### src/rtl/button_evt_pkg.sv
// ============================================================================
//  Package : button_evt_pkg
//  Shared FSM encoding, direction codes and default gap for the button event
//  arbiter.
//  Revision: 1.0
// ============================================================================
`default_nettype none

package button_evt_pkg;

    typedef enum logic [1:0] {
        IDLE  = 2'd0,
        OFFER = 2'd1,
        GAP   = 2'd2
    } evt_state_e;

    localparam logic DIR_DN = 1'b0;
    localparam logic DIR_UP = 1'b1;

    localparam int DEFAULT_GAP_CYCLES = 1000;

endpackage

`default_nettype wire

### src/rtl/button_event_arbiter_if.sv
// ============================================================================
//  Interface : button_event_arbiter_if
//  Valid/ready event stream carrying a channel index and press/release flag.
//  Revision: 1.0
// ============================================================================
`default_nettype none

interface button_event_arbiter_if #(
    parameter int IDW = 2
);
    logic           out_valid;
    logic           out_ready;
    logic [IDW-1:0] out_id;
    logic           out_dir;

    modport master (
        output out_valid,
        output out_id,
        output out_dir,
        input  out_ready
    );

    modport slave (
        input  out_valid,
        input  out_id,
        input  out_dir,
        output out_ready
    );
endinterface

`default_nettype wire

### src/rtl/rr_pick.sv
// ============================================================================
//  Module  : rr_pick
//  Combinational round-robin selector: first set request at or above ptr,
//  wrapping from N-1 to 0.
//  Revision: 1.0
// ============================================================================
`default_nettype none

module rr_pick #(
    parameter int N   = 4,
    parameter int IDW = $clog2(N)
) (
    input  wire logic [N-1:0]   req,
    input  wire logic [IDW-1:0] ptr,
    output logic      [IDW-1:0] gnt_idx,
    output logic                gnt_any
);

    int w_idx;

    // Scan from the farthest offset down so the nearest request is written last.
    always_comb begin
        gnt_any = 1'b0;
        gnt_idx = '0;
        w_idx   = 0;
        for (int k = N - 1; k >= 0; k--) begin
            w_idx = int'(ptr) + k;
            if (w_idx >= N) begin
                w_idx = w_idx - N;
            end
            if (req[IDW'(w_idx)]) begin
                gnt_any = 1'b1;
                gnt_idx = IDW'(w_idx);
            end
        end
    end

endmodule

`default_nettype wire

### src/rtl/button_event_arbiter.sv
// ============================================================================
//  Module  : button_event_arbiter
//  Latches press/release pulses from N debouncers and serialises them onto one
//  valid/ready stream, round-robin, with an idle gap after each transfer.
//  Optional overflow flags: define BUTTON_EVT_DROP_EN.
//  Revision: 1.0
// ============================================================================
`default_nettype none

module button_event_arbiter
    import button_evt_pkg::*;
#(
    parameter int N          = 4,
    parameter int GAP_CYCLES = DEFAULT_GAP_CYCLES
) (
    input  wire logic                 CLK,
    input  wire logic                 RST_N,
    input  wire logic [N-1:0]         evt_dn,
    input  wire logic [N-1:0]         evt_up,
    button_event_arbiter_if.master    out_if,
    output logic      [2*N-1:0]       pending,
    output logic                      busy,
    output logic      [N-1:0]         drop,
    input  wire logic                 drop_clr
);

    localparam int                  IDW        = $clog2(N);
    localparam int                  c_cnt_w    = (GAP_CYCLES > 1) ? $clog2(GAP_CYCLES) : 1;
    localparam logic [c_cnt_w-1:0]  c_gap_load = c_cnt_w'((GAP_CYCLES > 0) ? GAP_CYCLES - 1 : 0);
    localparam logic [IDW-1:0]      c_last_idx = IDW'(N - 1);

    evt_state_e          state_q;
    logic                out_valid_q;
    logic                out_dir_q;
    logic [IDW-1:0]      out_id_q;
    logic [IDW-1:0]      rr_ptr_q;
    logic [c_cnt_w-1:0]  gap_cnt_q;

    logic [N-1:0]        pend_dn_q;
    logic [N-1:0]        pend_up_q;
    logic [N-1:0]        pend_dn_d;
    logic [N-1:0]        pend_up_d;

    logic [N-1:0]        w_req;
    logic [N-1:0]        w_clr_dn;
    logic [N-1:0]        w_clr_up;
    logic [IDW-1:0]      w_gnt_idx;
    logic                w_gnt_any;
    logic                w_grant;

    assign w_req = pend_dn_q | pend_up_q;

    rr_pick #(
        .N   (N),
        .IDW (IDW)
    ) u_rr_pick (
        .req     (w_req),
        .ptr     (rr_ptr_q),
        .gnt_idx (w_gnt_idx),
        .gnt_any (w_gnt_any)
    );

    assign w_grant = (state_q == IDLE) && w_gnt_any;

    // Press is served before release within the granted channel.
    always_comb begin
        w_clr_dn = '0;
        w_clr_up = '0;
        if (w_grant) begin
            if (pend_dn_q[w_gnt_idx]) begin
                w_clr_dn[w_gnt_idx] = 1'b1;
            end else begin
                w_clr_up[w_gnt_idx] = 1'b1;
            end
        end
    end

    // A fresh pulse on a bit being granted re-arms it as a new event.
    assign pend_dn_d = (pend_dn_q & ~w_clr_dn) | evt_dn;
    assign pend_up_d = (pend_up_q & ~w_clr_up) | evt_up;

    always_ff @(posedge CLK or negedge RST_N) begin
        if (!RST_N) begin
            pend_dn_q <= '0;
            pend_up_q <= '0;
        end else begin
            pend_dn_q <= pend_dn_d;
            pend_up_q <= pend_up_d;
        end
    end

    always_ff @(posedge CLK or negedge RST_N) begin
        if (!RST_N) begin
            state_q     <= IDLE;
            out_valid_q <= 1'b0;
            out_id_q    <= '0;
            out_dir_q   <= DIR_DN;
            rr_ptr_q    <= '0;
            gap_cnt_q   <= '0;
        end else begin
            case (state_q)
                IDLE: begin
                    if (w_gnt_any) begin
                        out_id_q    <= w_gnt_idx;
                        out_dir_q   <= pend_dn_q[w_gnt_idx] ? DIR_DN : DIR_UP;
                        rr_ptr_q    <= (w_gnt_idx == c_last_idx) ? '0 : w_gnt_idx + 1'b1;
                        out_valid_q <= 1'b1;
                        state_q     <= OFFER;
                    end
                end
                OFFER: begin
                    if (out_if.out_ready) begin
                        out_valid_q <= 1'b0;
                        if (GAP_CYCLES == 0) begin
                            state_q <= IDLE;
                        end else begin
                            gap_cnt_q <= c_gap_load;
                            state_q   <= GAP;
                        end
                    end
                end
                GAP: begin
                    if (gap_cnt_q == '0) begin
                        state_q <= IDLE;
                    end else begin
                        gap_cnt_q <= gap_cnt_q - 1'b1;
                    end
                end
                default: begin
                    state_q     <= IDLE;
                    out_valid_q <= 1'b0;
                end
            endcase
        end
    end

    assign out_if.out_valid = out_valid_q;
    assign out_if.out_id    = out_id_q;
    assign out_if.out_dir   = out_dir_q;
    assign pending          = {pend_up_q, pend_dn_q};
    assign busy             = (state_q != IDLE);

`ifdef BUTTON_EVT_DROP_EN
    logic [N-1:0] drop_q;
    logic [N-1:0] drop_d;

    // A new overflow outranks a simultaneous clear.
    assign drop_d = (drop_clr ? '0 : drop_q)
                  | (evt_dn & pend_dn_q)
                  | (evt_up & pend_up_q);

    always_ff @(posedge CLK or negedge RST_N) begin
        if (!RST_N) begin
            drop_q <= '0;
        end else begin
            drop_q <= drop_d;
        end
    end

    assign drop = drop_q;
`else
    logic w_unused_drop_clr;

    assign w_unused_drop_clr = drop_clr;
    assign drop              = '0;
`endif

endmodule

`default_nettype wire

### src/flat_wrapper.sv
// flat-port wrapper written by rule: the top's interface ports become plain ports
module button_event_arbiter_flat import button_evt_pkg::*;
#(
    parameter int N          = 4,
    parameter int GAP_CYCLES = DEFAULT_GAP_CYCLES
)
  (CLK, RST_N, evt_dn, evt_up, pending, busy, drop, drop_clr, out_if_out_valid, out_if_out_id, out_if_out_dir, out_if_out_ready);
  button_event_arbiter_if #(.IDW((2))) out_if_i ();
  input  wire logic CLK;
  input  wire logic RST_N;
  input  wire logic [N-1:0] evt_dn;
  input  wire logic [N-1:0] evt_up;
  output logic      [2*N-1:0] pending;
  output logic busy;
  output logic      [N-1:0] drop;
  input  wire logic drop_clr;
  output wire logic [$bits(out_if_i.out_valid)-1:0] out_if_out_valid;
  output wire logic [$bits(out_if_i.out_id)-1:0] out_if_out_id;
  output wire logic [$bits(out_if_i.out_dir)-1:0] out_if_out_dir;
  input wire logic [$bits(out_if_i.out_ready)-1:0] out_if_out_ready;
  assign out_if_out_valid = out_if_i.out_valid;
  assign out_if_out_id = out_if_i.out_id;
  assign out_if_out_dir = out_if_i.out_dir;
  assign out_if_i.out_ready = out_if_out_ready;
  button_event_arbiter #(.N(N), .GAP_CYCLES(GAP_CYCLES)) u_core (.CLK(CLK), .RST_N(RST_N), .evt_dn(evt_dn), .evt_up(evt_up), .out_if(out_if_i), .pending(pending), .busy(busy), .drop(drop), .drop_clr(drop_clr));
endmodule
### config.mk
export PLATFORM = sky130hd
export DESIGN_NAME = button_event_arbiter_flat
export DESIGN_NICKNAME = d
export VERILOG_FILES = /design/src/rtl/button_evt_pkg.sv /design/src/rtl/button_event_arbiter_if.sv /design/src/rtl/rr_pick.sv /design/src/rtl/button_event_arbiter.sv /design/src/flat_wrapper.sv
export SDC_FILE = /design/constraint.sdc
export NUM_CORES = 1
export LEC_CHECK = 0
export BUFFER_PORTS_ARGS = -buffer_cell sky130_fd_sc_hd__buf_2
export CAP_MARGIN = 20
export CORE_UTILIZATION = 48
export CTS_CLUSTER_SIZE = 20
export DETAILED_ROUTE_END_ITERATION = 10
export MAX_ROUTING_LAYER = met4
export PLACE_DENSITY = 0.74
export SKIP_LAST_GASP = 1
export SYNTH_ARGS = -nofsm -noshare
export SYNTH_HDL_FRONTEND = slang
export SYNTH_HIERARCHICAL = 1
export SYNTH_SLANG_ARGS = --single-unit
### constraint.sdc
create_clock -name CLK -period 2.3 [get_ports CLK]
set_clock_uncertainty 0.15 [all_clocks]
set_input_delay 0 -clock CLK [delete_from_list [all_inputs] [get_ports CLK]]
set_output_delay 0 -clock CLK [all_outputs]
set_load 0.02 [all_outputs]
## Yosys cells after proc, flatten, opt, wreduce, memory -nomap -nowiden

Cells that the tools add are included.

| storage, ports and cells | value |
|---|---|
| output and inout bits | 17 |
| word-level logic and storage cells | 96 |
| register bits | 26 |

| cells by class | value |
|---|---|
| bitwise operators | 8 |
| reduce and logical (&&, ||, !) cells | 10 |
| add/subtract/negate cells | 9 |
| equal/unequal tests | 7 |
| multiplexer cells | 44 |
| order comparisons | 10 |

Operators by type and width:

| kind | number |
|---|---|
| $mux 2 | 12 |
| $mux 10 | 2 |
| $pmux 10 s2 | 1 |
| $mux 1 | 17 |
| $lt 2x4->1 const B | 4 |
| $mux 4 | 4 |
| $or 4x4->4 | 3 |
| $bmux 1 s2 | 5 |
| $logic_not 10->1 | 1 |
| $sub 10x1->10 const B | 1 |
| $ge 3x3->1 const B | 3 |
| $reduce_and 3->1 | 3 |
| $and 4x4->4 | 2 |
| $not 4->4 | 2 |
| $sub 2x1->2 const B | 4 |
| $add 2x2->3 const B | 2 |
| $pmux 2 s3 | 1 |
| $eq 2x2->1 const B | 2 |
| $ne 2x1->1 const B | 2 |
| $ne 2x2->1 const B | 2 |
| $reduce_bool 2->1 | 2 |
| $add 2x1->3 const B | 1 |
| $ge 2x3->1 const B | 1 |
| $lt 2x3->1 const B | 1 |
| 9 further kinds | 10 |

## Logic depth before layout (Yosys ltp)

Gate-level depths: netlist (run 1).

| depth | value |
|---|---|
| depth after elaboration | 19 |
| mapped depth | 9 |
| mapped depth without buffers | 9 |

## Cells and area by module

Netlist (run 1), hierarchy kept.

Modules (own cells, without submodules):

| module | area each (um^2) | times used | seq. area each (um^2) | cells an instance |
|---|---|---|---|---|
| button_event_arbiter | 1332.5 | 1 | 650.6 | 131 |
| rr_pick | 77.6 | 1 | 0.0 | 13 |

## Least setup slack after synthesis (run 1)

OpenSTA, ideal clock, no wires.

| timing path | value |
|---|---|
| path type | register to register |
| start point | register u_core.pend_dn_q[2] |
| end point | register u_core.pend_up_q[0] |
| data required time | 2028 ps |
| cell stages (with the launch flop) | 8 |
| period minus slack after synthesis | 2382 ps |
| library setup time | 122 ps |
| arrival time | 2110 ps |
| setup slack | -82 ps |
| cells stage by stage | dfrtp_1 > or2_2 > nand2_1 > nor2_1 > a211oi_2 > mux4_2 > o21ai_0 > nand2b_1 |

| on the way | value |
|---|---|
| longest elaborated chain between the ends | 17 |
| elaborated cells on any way between the ends | 34 |
| those cells by class | 2 x order compare; 26 x mux; 4 x bitwise; 2 x reduce/logical |

Ends and longest elaborated chain:

| item | RTL line | RTL |
|---|---|---|
| from (decl) | button_event_arbiter.sv:39 | `logic [N-1:0] pend_dn_q;` |
| from (signal assigned) | button_event_arbiter.sv:87 | `pend_dn_q <= pend_dn_d;` |
| $or 4x4->4 (*) | button_event_arbiter.sv:51 | `assign w_req = pend_dn_q \| pend_up_q;` |
| net u_core.w_req[2] | button_event_arbiter.sv:44 | `logic [N-1:0] w_req;` |
| $bmux 1 s2 | rr_pick.sv:31 | `if (req[IDW'(w_idx)]) begin` |
| $mux 1 (implied by the code) (2 in series) | rr_pick.sv:31 |  |
| $mux 2 (3 in series) | rr_pick.sv:31 |  |
| $mux 2 (*) | rr_pick.sv:31 |  |
| net u_core.w_gnt_idx[0] | button_event_arbiter.sv:47 | `logic [IDW-1:0] w_gnt_idx;` |
| $lt 2x3->1 (implied by the code) / $ge 2x1->1 (equally long branches) | button_event_arbiter.sv:73 | `w_clr_up[w_gnt_idx] = 1'b1;` |
| $logic_and 1x1->1 (implied by the code) | button_event_arbiter.sv:73 |  |
| $mux 1 (implied by the code) | button_event_arbiter.sv:73 |  |
| $demux 1 s2 | n/a |  |
| $mux 4 (*) | button_event_arbiter.sv:70 | `if (pend_dn_q[w_gnt_idx]) begin` |
| $mux 4 (*) | button_event_arbiter.sv:69 | `if (w_grant) begin` |
| $not 4->4 (*) | button_event_arbiter.sv:80 | `assign pend_up_d = (pend_up_q & ~w_clr_up) \| evt_up;` |
| $and 4x4->4 (*) | button_event_arbiter.sv:80 |  |
| $or 4x4->4 (*) | button_event_arbiter.sv:80 |  |
| net u_core.pend_up_d[0] | button_event_arbiter.sv:42 | `logic [N-1:0] pend_up_d;` |
| to (signal assigned) | button_event_arbiter.sv:88 | `pend_up_q <= pend_up_d;` |
| to (decl) | button_event_arbiter.sv:40 | `logic [N-1:0] pend_up_q;` |

The timed path passes the listed nets; every way through them passes the cells marked *. The select of a mux whose other input is x is not followed.
A chain may end at the register's enable or synchronous reset.

## Final worst setup path (run 1)

| timing path | value |
|---|---|
| start point | register u_core.pend_dn_q[0] |
| end point | register u_core.pend_dn_q[2] |

| on the way | value |
|---|---|
| longest elaborated chain between the ends | 17 |
| elaborated cells on any way between the ends | 34 |
| those cells by class | 2 x order compare; 26 x mux; 4 x bitwise; 2 x reduce/logical |

Ends and longest elaborated chain:

| item | RTL line | RTL |
|---|---|---|
| $or 4x4->4 (*) | button_event_arbiter.sv:51 |  |
| net u_core.w_req[0] | button_event_arbiter.sv:44 |  |
| $bmux 1 s2 | rr_pick.sv:31 |  |
| $mux 1 (implied by the code) (2 in series) | rr_pick.sv:31 |  |
| $mux 2 (3 in series) | rr_pick.sv:31 |  |
| $mux 2 (*) | rr_pick.sv:31 |  |
| net u_core.w_gnt_idx[0] | button_event_arbiter.sv:47 |  |
| $lt 2x3->1 (implied by the code) / $ge 2x1->1 (equally long branches) | button_event_arbiter.sv:71 | `w_clr_dn[w_gnt_idx] = 1'b1;` |
| $logic_and 1x1->1 (implied by the code) | button_event_arbiter.sv:71 |  |
| $mux 1 (implied by the code) | button_event_arbiter.sv:71 |  |
| $demux 1 s2 | n/a |  |
| $mux 4 (*) | button_event_arbiter.sv:70 |  |
| $mux 4 (*) | button_event_arbiter.sv:69 |  |
| $not 4->4 (*) | button_event_arbiter.sv:79 | `assign pend_dn_d = (pend_dn_q & ~w_clr_dn) \| evt_dn;` |
| $and 4x4->4 (*) | button_event_arbiter.sv:79 |  |
| $or 4x4->4 (*) | button_event_arbiter.sv:79 |  |
| net u_core.pend_dn_d[2] | button_event_arbiter.sv:41 | `logic [N-1:0] pend_dn_d;` |

Marks and branches as above.

==> results.txt, run 1 <==
- For this design the ratio of total power to cell area is 1070 nW/um^2.
* Crit path DAT: 2.39 ns
- Pin count of the biggest net entering global routing: 27
* Worst-margin pin slew: 0.663 ns
- Pleak: 0.000762 uW
* Number of max-slew violations in the final report: 0
* Top library cells by usage in the layout, fill and taps aside: sky130_fd_sc_hd__dfrtp_1 (24), sky130_fd_sc_hd__buf_2 (23), sky130_fd_sc_hd__buf_4 (18)
- The floorplan has 19 rows.
- The root buffer cell chosen for the clock tree is sky130_fd_sc_hd__clkbuf_4.
- 29 I/O pins were placed.
- Non-Filler Cell Area, Final: 1880 sq um
* Fraction of final layout cells with drive strength greater than 1: 36.9%
- Routability-driven placement finished with a final weighted congestion of 0.835.
* # Max-Cap Violations: 0
- Number of clock sinks: 26
- Synthesis inferred 26 register bits.
* Vias: 1275
- Number of diodes added for antenna fixing: 0
* Count of different cell masters after synthesis: 38
* Wire length after detailed routing: 3.41 mm
* Unrepaired setup endpoints after global routing: yes
- The longest clock path from root to sink contains 2 buffers.
- Input and output buffers added on the ports amount to 23.
* Total routing usage reported by global routing: 21.9%
- Compared with the post-synthesis result, the final layout area differs by 33.5%.
- The setup path with the least slack is of type reg2reg.
- Share of the clock period used by the worst path after layout: 98.4%
- The first routing iteration left 57 violations.
- Overflow left after global routing: 0
* Ratio of routed vias to standard cells: 5.64
- Sequential share of the synthesized area: 46.1%
* Number of antenna violations at the first check in global routing: 0
* Setup violation total in the final timing report: 0
- Number of nets at the end of the flow: about 210
- Clock network power share: 12.0%
- The floorplan step defined a die boundary enclosing between 3000 and 4000 sq um.
- Maximum level of the CTS H-tree: 1
- Detailed Routing Iterations Pass 1: 4
* Instance area at placement: 1640 sq um
* Count of endpoints failing hold in the final timing report: 0
- Routed wire length per instance: 15.1 um
- Syn Area/Cell: between 9 and 10 sq um
- Chip Height: 56.2 um
- Worst hold path class: in2async
* Maximum fanout count along the critical path: 4
* Highest ir drop seen on vdd: 980 uV
- Required time reported for the critical path endpoint: 2.43 ns
- First-pass GRT wire length: 5.18 mm
- Number of remaining DRC errors: 0
- After floorplanning, the core was sized to cover 2780 sq um.
* Num CTS Buffers: 3
- Number of global-route vias before repair: 1201
- Number of instances in the synthesized netlist: approximately 140
- Crit path capture type: flip-flop
* Post-detail-place hpwl: 2.23 mm
- Non-filler cells in the finished layout: 226
* Starting Density: about half
* Result of the run: finished, final reports clean
- Post-Syn Area: 1410 sq um
* Ys Warns: 6
- The clock reaches the later pin of the worst-skew pair after 0.33 ns.
- The library cell used most frequently in the layout, excluding fill and tap cells, is sky130_fd_sc_hd__dfrtp_1.
- In this run the tightest slew margin relative to its limit is 55.6%.
- After detailed placement, the design holds a cell count of roughly 210.
- Min Tclk post-route: 2.26 ns
* CTS tree: done
- Summed over all failing endpoints, the final setup total negative slack is 0 ns.
- The internal portion of the total power is 1190 uW.
* Share of power burned in registers: 34.4%
- CTS clk-pin slew, worst paths: 0.15 ns
- Worst Setup Start Kind: flip-flop
- For this design the total switching power over the nets is ~830 uW.
- Gate power share: 53.6%
- Net switching is 41.1% of the power.
- The die is about 56 um wide.
* Post-route ant nets: 0
* Highest clock frequency the design can meet: approximately 440 MHz
-- metrics by stage --
stage	hold WS, ns	util [%]	power (uW)	worst slack, ns
2_1_floorplan	-0.446	-	1270	0.00192
3_3_place_gp	-0.125	58.9	1530	0.0143
3_5_place_dp	-0.114	58.9	1580	-0.0708
4_1_cts	0.0495	64.0	1840	0.0143
5_1_grt	0.0617	67.7	2140	-0.0216
6_report	0.0285	67.7	2020	0.0379
-- worst paths after layout --
path / start / end / slack [ns] / depth (start not counted)
max: u_core/pend_dn_q[0] / u_core/pend_dn_q[2] / 0.04 / 7
min: RST_N / u_core/out_if.out_valid / 0.03 / 2
max reg2reg: u_core/pend_dn_q[0] / u_core/pend_dn_q[2] / 0.04 / 7
min reg2reg: u_core/gap_cnt_q[9] / u_core/gap_cnt_q[9] / 0.36 / 1
max in group asynchronous: RST_N / u_core/pend_dn_q[2] / 1.56 / 2
min in group CLK: evt_dn[2] / u_core/pend_dn_q[2] / 0.22 / 3
-- registers in the layout, indices dropped and copies added, names as in the netlist --
signal and flops:
u_core/rr_ptr_q 2, u_core/state_q 2, u_core/out_if.out_dir 1, u_core/pend_up_q 4
u_core/out_if.out_id 2, u_core/out_if.out_valid 1, u_core/gap_cnt_q 10, u_core/pend_dn_q 4
-- power groups by stage --
stage          Clock (uW)  Combinational [uW]  Sequential, uW
5_1_grt               264                1160             712
4_1_cts               248                 916             678
3_3_place_gp            0                 865             670
6_report              242                1080             696
2_1_floorplan           0                 507             759
3_5_place_dp            0                 898             685
-- cells by family after synthesis --
group	count (synthesis)	synth area share, %
DFF	26	46.1
AOI/OAI and AO/OA	26	12.3
and+or+nand+nor	63	23.9
other	1	0.266
xor gates and xnor gates	1	0.621
adders and majority gates	5	4.44
buffers and inverters	13	4.70
muxes	9	7.63
-- routing by layer --
metal / wire [um] / up-vias / GRT usage, %
li1: - / 595 / -
met1: 1460 / 613 / 27.3
met2: 1660 / 52 / 35.7
met3: 181 / 15 / 2.09
met4: 112 / 0 / 11.1
met5: 0 / - / -
-- cell usage after synthesis --
| cell type | number | share of area [%] |
|---|---|---|
| sky130_fd_sc_hd__dfrtp_1 | 26 | 46 |
| sky130_fd_sc_hd__nor2_1 | 17 | 4.5 |
| sky130_fd_sc_hd__nand2_1 | 10 | 2.7 |
| sky130_fd_sc_hd__nand2b_1 | 8 | 3.5 |
| sky130_fd_sc_hd__o21ai_0 | 8 | 2.8 |
| sky130_fd_sc_hd__nand3_1 | 7 | 2.5 |
| sky130_fd_sc_hd__a21oi_1 | 6 | 2.1 |
| sky130_fd_sc_hd__or2_2 | 6 | 2.7 |
| sky130_fd_sc_hd__ha_1 | 5 | 4.4 |
| sky130_fd_sc_hd__inv_1 | 5 | 1.3 |
| sky130_fd_sc_hd__a21o_1 | 4 | 2.1 |
| sky130_fd_sc_hd__buf_4 | 4 | 2.1 |
| sky130_fd_sc_hd__mux2_2 | 4 | 3.2 |
| sky130_fd_sc_hd__mux2i_1 | 4 | 2.8 |
| sky130_fd_sc_hd__nor3b_1 | 4 | 2.1 |
| sky130_fd_sc_hd__a211oi_1 | 2 | 1.1 |
| sky130_fd_sc_hd__and3_1 | 2 | 0.89 |
| sky130_fd_sc_hd__nor3_1 | 2 | 0.71 |
| sky130_fd_sc_hd__a2111oi_2 | 1 | 1.1 |
| sky130_fd_sc_hd__a211o_1 | 1 | 0.62 |
| sky130_fd_sc_hd__a211oi_2 | 1 | 0.89 |
| sky130_fd_sc_hd__a31oi_1 | 1 | 0.44 |
| sky130_fd_sc_hd__and3b_1 | 1 | 0.62 |
| sky130_fd_sc_hd__buf_1 | 1 | 0.27 |
| sky130_fd_sc_hd__buf_2 | 1 | 0.35 |
| sky130_fd_sc_hd__clkbuf_1 | 1 | 0.27 |
| sky130_fd_sc_hd__clkbuf_2 | 1 | 0.35 |
| sky130_fd_sc_hd__conb_1 | 1 | 0.27 |
| sky130_fd_sc_hd__mux4_2 | 1 | 1.6 |
| sky130_fd_sc_hd__nand3b_1 | 1 | 0.53 |
| sky130_fd_sc_hd__nor2b_1 | 1 | 0.44 |
| sky130_fd_sc_hd__nor4_1 | 1 | 0.44 |
| sky130_fd_sc_hd__o31a_1 | 1 | 0.62 |
| sky130_fd_sc_hd__o31ai_1 | 1 | 0.53 |
| sky130_fd_sc_hd__or3_4 | 1 | 0.80 |
| sky130_fd_sc_hd__or4_2 | 1 | 0.62 |
| sky130_fd_sc_hd__or4_4 | 1 | 0.80 |
| sky130_fd_sc_hd__xnor2_1 | 1 | 0.62 |
-- worst max-delay path, cell delays in order, from the launching register on --
cell,delay (ns)
sky130_fd_sc_hd__dfrtp_1,0.40
sky130_fd_sc_hd__or2_2,0.31
sky130_fd_sc_hd__buf_4,0.15
sky130_fd_sc_hd__a211oi_4,0.23
sky130_fd_sc_hd__buf_4,0.16
sky130_fd_sc_hd__mux4_2,0.56
sky130_fd_sc_hd__nand3_1,0.12
sky130_fd_sc_hd__a21o_1,0.12
-- final cells by class --
cell class / count / area, sq um
clock buffer: 4 / 36.3
fill: 211 / 898
inverter: 5 / 18.8
multi-input combinational: 109 / 786
sequential: 26 / 653
tap: 31 / 38.8
timing repair buffer: 51 / 350
-- what timing repair did --
item,4_1_cts,5_1_grt
pin swaps,0,5
setup buffers,0,4
hold buffers,10,0
endpoints found under the hold margin,40,0
setup endpoints to repair,5,10
cloned,0,1
gates resized for setup,1,12
(Power assumes the default switching activity.)
==> run 2: changes to the inputs <==
CORE_ASPECT_RATIO = 1.2   (was unset)
MAX_ROUTING_LAYER = unset   (was met4)
==> run 2 against run 1 <==
  * Worst hold slack improved by 0.018 ns
  * Power decreased by 0.12%
  * Maximum frequency increased by 1.2%
  * Design area decreased by 0.86%
  * Via count decreased by 4.8%
  * Sequential power decreased by 2%
  * Worst setup slack improved by 0.026 ns
  * Critical path depth unchanged
  * Global-route usage decreased by 0.86 points
  * Sequential share of layout area increased by 0.30 points
  * Largest power group unchanged
==> results.txt, run 2 (synthesis gave the netlist of run 1 again) <==
- Count of input and output buffers: 23 (unchanged)
- Count of endpoints failing hold in the final timing report: 0 (unchanged)
- The height of the chip came to 61.4 um (+9.2%).
* Detailed Routing Iterations Pass 1: 4 (unchanged)
- Maximum level of the CTS H-tree: 1 (unchanged)
* Cell Pwr Density: 1080 nW/um^2 (+0.75%)
* Min Tclk post-route: 2.24 ns (-0.0258 ns)
- Number of remaining DRC errors: 0 (unchanged)
- The library cells used most frequently in the layout, excluding fill and tap cells, are sky130_fd_sc_hd__dfrtp_1 (24), sky130_fd_sc_hd__buf_2 (23), sky130_fd_sc_hd__nor2_1 (15).
- Worst Setup Start Kind: flip-flop
- Number of flip-flops under the largest register name: 10 (unchanged)
* Grt met3 use: 3.21% (+1.1 points)
* Worst-margin pin slew: 0.611 ns (-0.0521 ns)
- The total setup violations reported at the end of the flow is 0 (unchanged).
* Root buffer cell: sky130_fd_sc_hd__clkbuf_4
* Crit path DAT: 2.36 ns (-0.03 ns)
* Num CTS Buffers: 3 (unchanged)
- The post-detailed-route count of antenna-violating nets was 0 (unchanged).
- The depth of the most critical reg-to-reg path was 7 (unchanged).
* Pin count of the biggest net entering global routing: 27 (unchanged)
- The endpoint identified for the worst register-to-register timing path is u_core/pend_dn_q[0].
- The run finished with clean final reports.
* Synth-to-layout area growth: 32.4%
* Die area: 3160 sq um (about the same)
- The initial antenna violation count was 0 (unchanged).
- Number of global-route vias before repair: 1138 (-5.2%)
- Start of the worst register-to-register path: u_core/pend_dn_q[2]
- The number of cell rows was 21 (+2).
* Number of max-slew violations in the final report: 0 (unchanged)
- Highest ir drop seen on vdd: 888 uV (-9.4%)
* Starting Density: 50.6% (-0.068 points)
- The number of max-capacitance violations reported is 0 (unchanged).
- Vias: 1214 (-4.8%)
* CTS tree: done
- Most flop-heavy register: u_core/gap_cnt_q
- Share of the clock period used by the worst path after layout: 97.2% (-1.1 points)
- The worst setup path is captured at a flip-flop.
- The later-pin clock latency in the skew report was 0.32 ns (about the same).
- Largest registers: u_core/gap_cnt_q x10, u_core/pend_dn_q x4, u_core/pend_up_q x4
- Overflow left after global routing: 0 (unchanged)
* Width of the chip: 51.5 um (-8.4%)
* Boundary pin count: 29 (unchanged)
- Global-route layer with the greatest usage: met2
- CORE AREA: 2790 sq um (+0.13%)
- The number of buffers on the longest clock path came to 2 (unchanged).
- Unrepaired setup endpoints after global routing: yes
- The global-route wire length before repair was 4.85 mm (-6.3%).
* Fraction of final layout cells with drive strength greater than 1: 36.3% (-0.61 points)
* Grt met2 use: 42.1% (+6.4 points)
- Worst rel slew slack: 59.1% (+3.5 points)
- The overall routed net length is 3.06 mm (-10%).
- Number of nets at the end of the flow: 208 (-2.3%)
- The register area was 653 sq um (unchanged).
- The clock net sink count was 26 (unchanged).
* Non-Filler Cell Area, Final: 1870 sq um (-0.86%)
* Routed wire length per instance: 13.7 um (-9.4%)
* Ratio of routed vias to standard cells: 5.42 (-3.9%)
- The placer's final routability congestion estimate was 0.795 (-4.8%).
- Required time reported for the critical path endpoint: 2.42 ns (about the same)
- CTS clk-pin slew, worst paths: 0.14 ns (about the same)
* Post-detail-place hpwl: 2.13 mm (-4.5%)
- The library cell used most frequently in the layout, excluding fill and tap cells, is sky130_fd_sc_hd__dfrtp_1.
- Highest clock frequency the design can meet: 447 MHz (+1.2%)
- Instance area at placement: 1630 sq um (-0.69%)
- The post-route core utilization came to 67.0% (-0.68 points).
- Maximum fanout count along the critical path: 5 (+1)
- The worst setup path is of the reg2reg kind.
- Worst hold path class: in2async
- Reg-to-reg setup timing slack: 0.06 ns (+0.03 ns)
* Count of routing violations after the opening detailed-route iteration: 36 (-37%)
* Count of filler cells inserted in the layout: 220 (+4.3%)
- Area of the multi-input gates: 787 sq um (+0.16%)
* Number of diodes added for antenna fixing: 0 (unchanged)
* Met1 Resource Use GR: 21.6% (-5.7 points)
* Pleak: 0.000753 uW (-1.2%)
- The global-route usage over all layers was 21.1% (-0.86 points).
-- run 2: changes by cell type in the layout (fill, tap and decap cells not counted), sizes merged --
cell	before	now
buf	41	36
bufinv	0	1
clkbuf	4	3
-- run 2: repair_timing --
item / in CTS / in global routing
endpoints found under the setup margin: 6 / 9
hold endpoints to repair: 40 / 0
cloned: 0 / 1
pin swaps: 0 / 5
gates resized for setup: 1 / 14
buffers inserted: 0 / 1
hold buffers: 10 / 0
-- run 2: power breakdown --
group	switching, uW	total [uW]	internal, uW
sequential	101	682	581
combinational	546	1020	476
clock	138	314	176
total	785	2020	1230
-- run 2: final cells by class --
class,count,area share [%]
clock inverter,1,1.61
multi-input combinational,109,42.2
tap,34,2.28
timing repair buffer,46,16.8
sequential,26,35.0
inverter,5,1.01
clock buffer,3,1.21
-- run 2: worst max-delay path, stage by stage (launching register included) --
cell and delay, ns:
sky130_fd_sc_hd__dfrtp_2 0.43, sky130_fd_sc_hd__or2_4 0.28, sky130_fd_sc_hd__nand2_2 0.07, sky130_fd_sc_hd__nor2_2 0.05, sky130_fd_sc_hd__a211oi_4 0.31, sky130_fd_sc_hd__mux4_2 0.64, sky130_fd_sc_hd__nand3_1 0.14, sky130_fd_sc_hd__a21o_1 0.13
-- run 2: how the worst max path moves through the flow --
stage                        start                  end  slack, ns  cells past startpoint
4_1_cts        u_core/pend_dn_q[1]  u_core/pend_up_q[0]      0.002                      8
3_3_place_gp   u_core/pend_dn_q[1]  u_core/pend_up_q[1]       0.05                      8
6_report       u_core/pend_dn_q[2]  u_core/pend_dn_q[0]       0.06                      7
5_1_grt        u_core/pend_dn_q[2]  u_core/pend_up_q[0]      -0.04                      7
2_1_floorplan  u_core/pend_up_q[2]  u_core/pend_up_q[2]      0.002                      7
3_5_place_dp   u_core/pend_up_q[1]  u_core/pend_dn_q[0]      -0.04                      7
-- run 2: layer usage --
metal / part of all wire, % / vias to the layer above
met4: 1.0 / 0
met3: 2.9 / 4
met2: 57 / 28
met5: 0 / -
met1: 40 / 595
li1: - / 587
-- run 2: per-stage QoR --
step	setup TNS [ns]	hold slack, ns	worst slack, ns	cells	power, uW
3_5_place_dp	-0.140	-0.116	-0.0395	208	1550
3_3_place_gp	0	-0.127	0.0508	208	1520
2_1_floorplan	0	-0.446	0.00192	147	1270
5_1_grt	-0.0471	0.0901	-0.0399	224	2150
4_1_cts	0	0.0539	0.00157	222	1890
6_report	0	0.0468	0.0637	224	2020
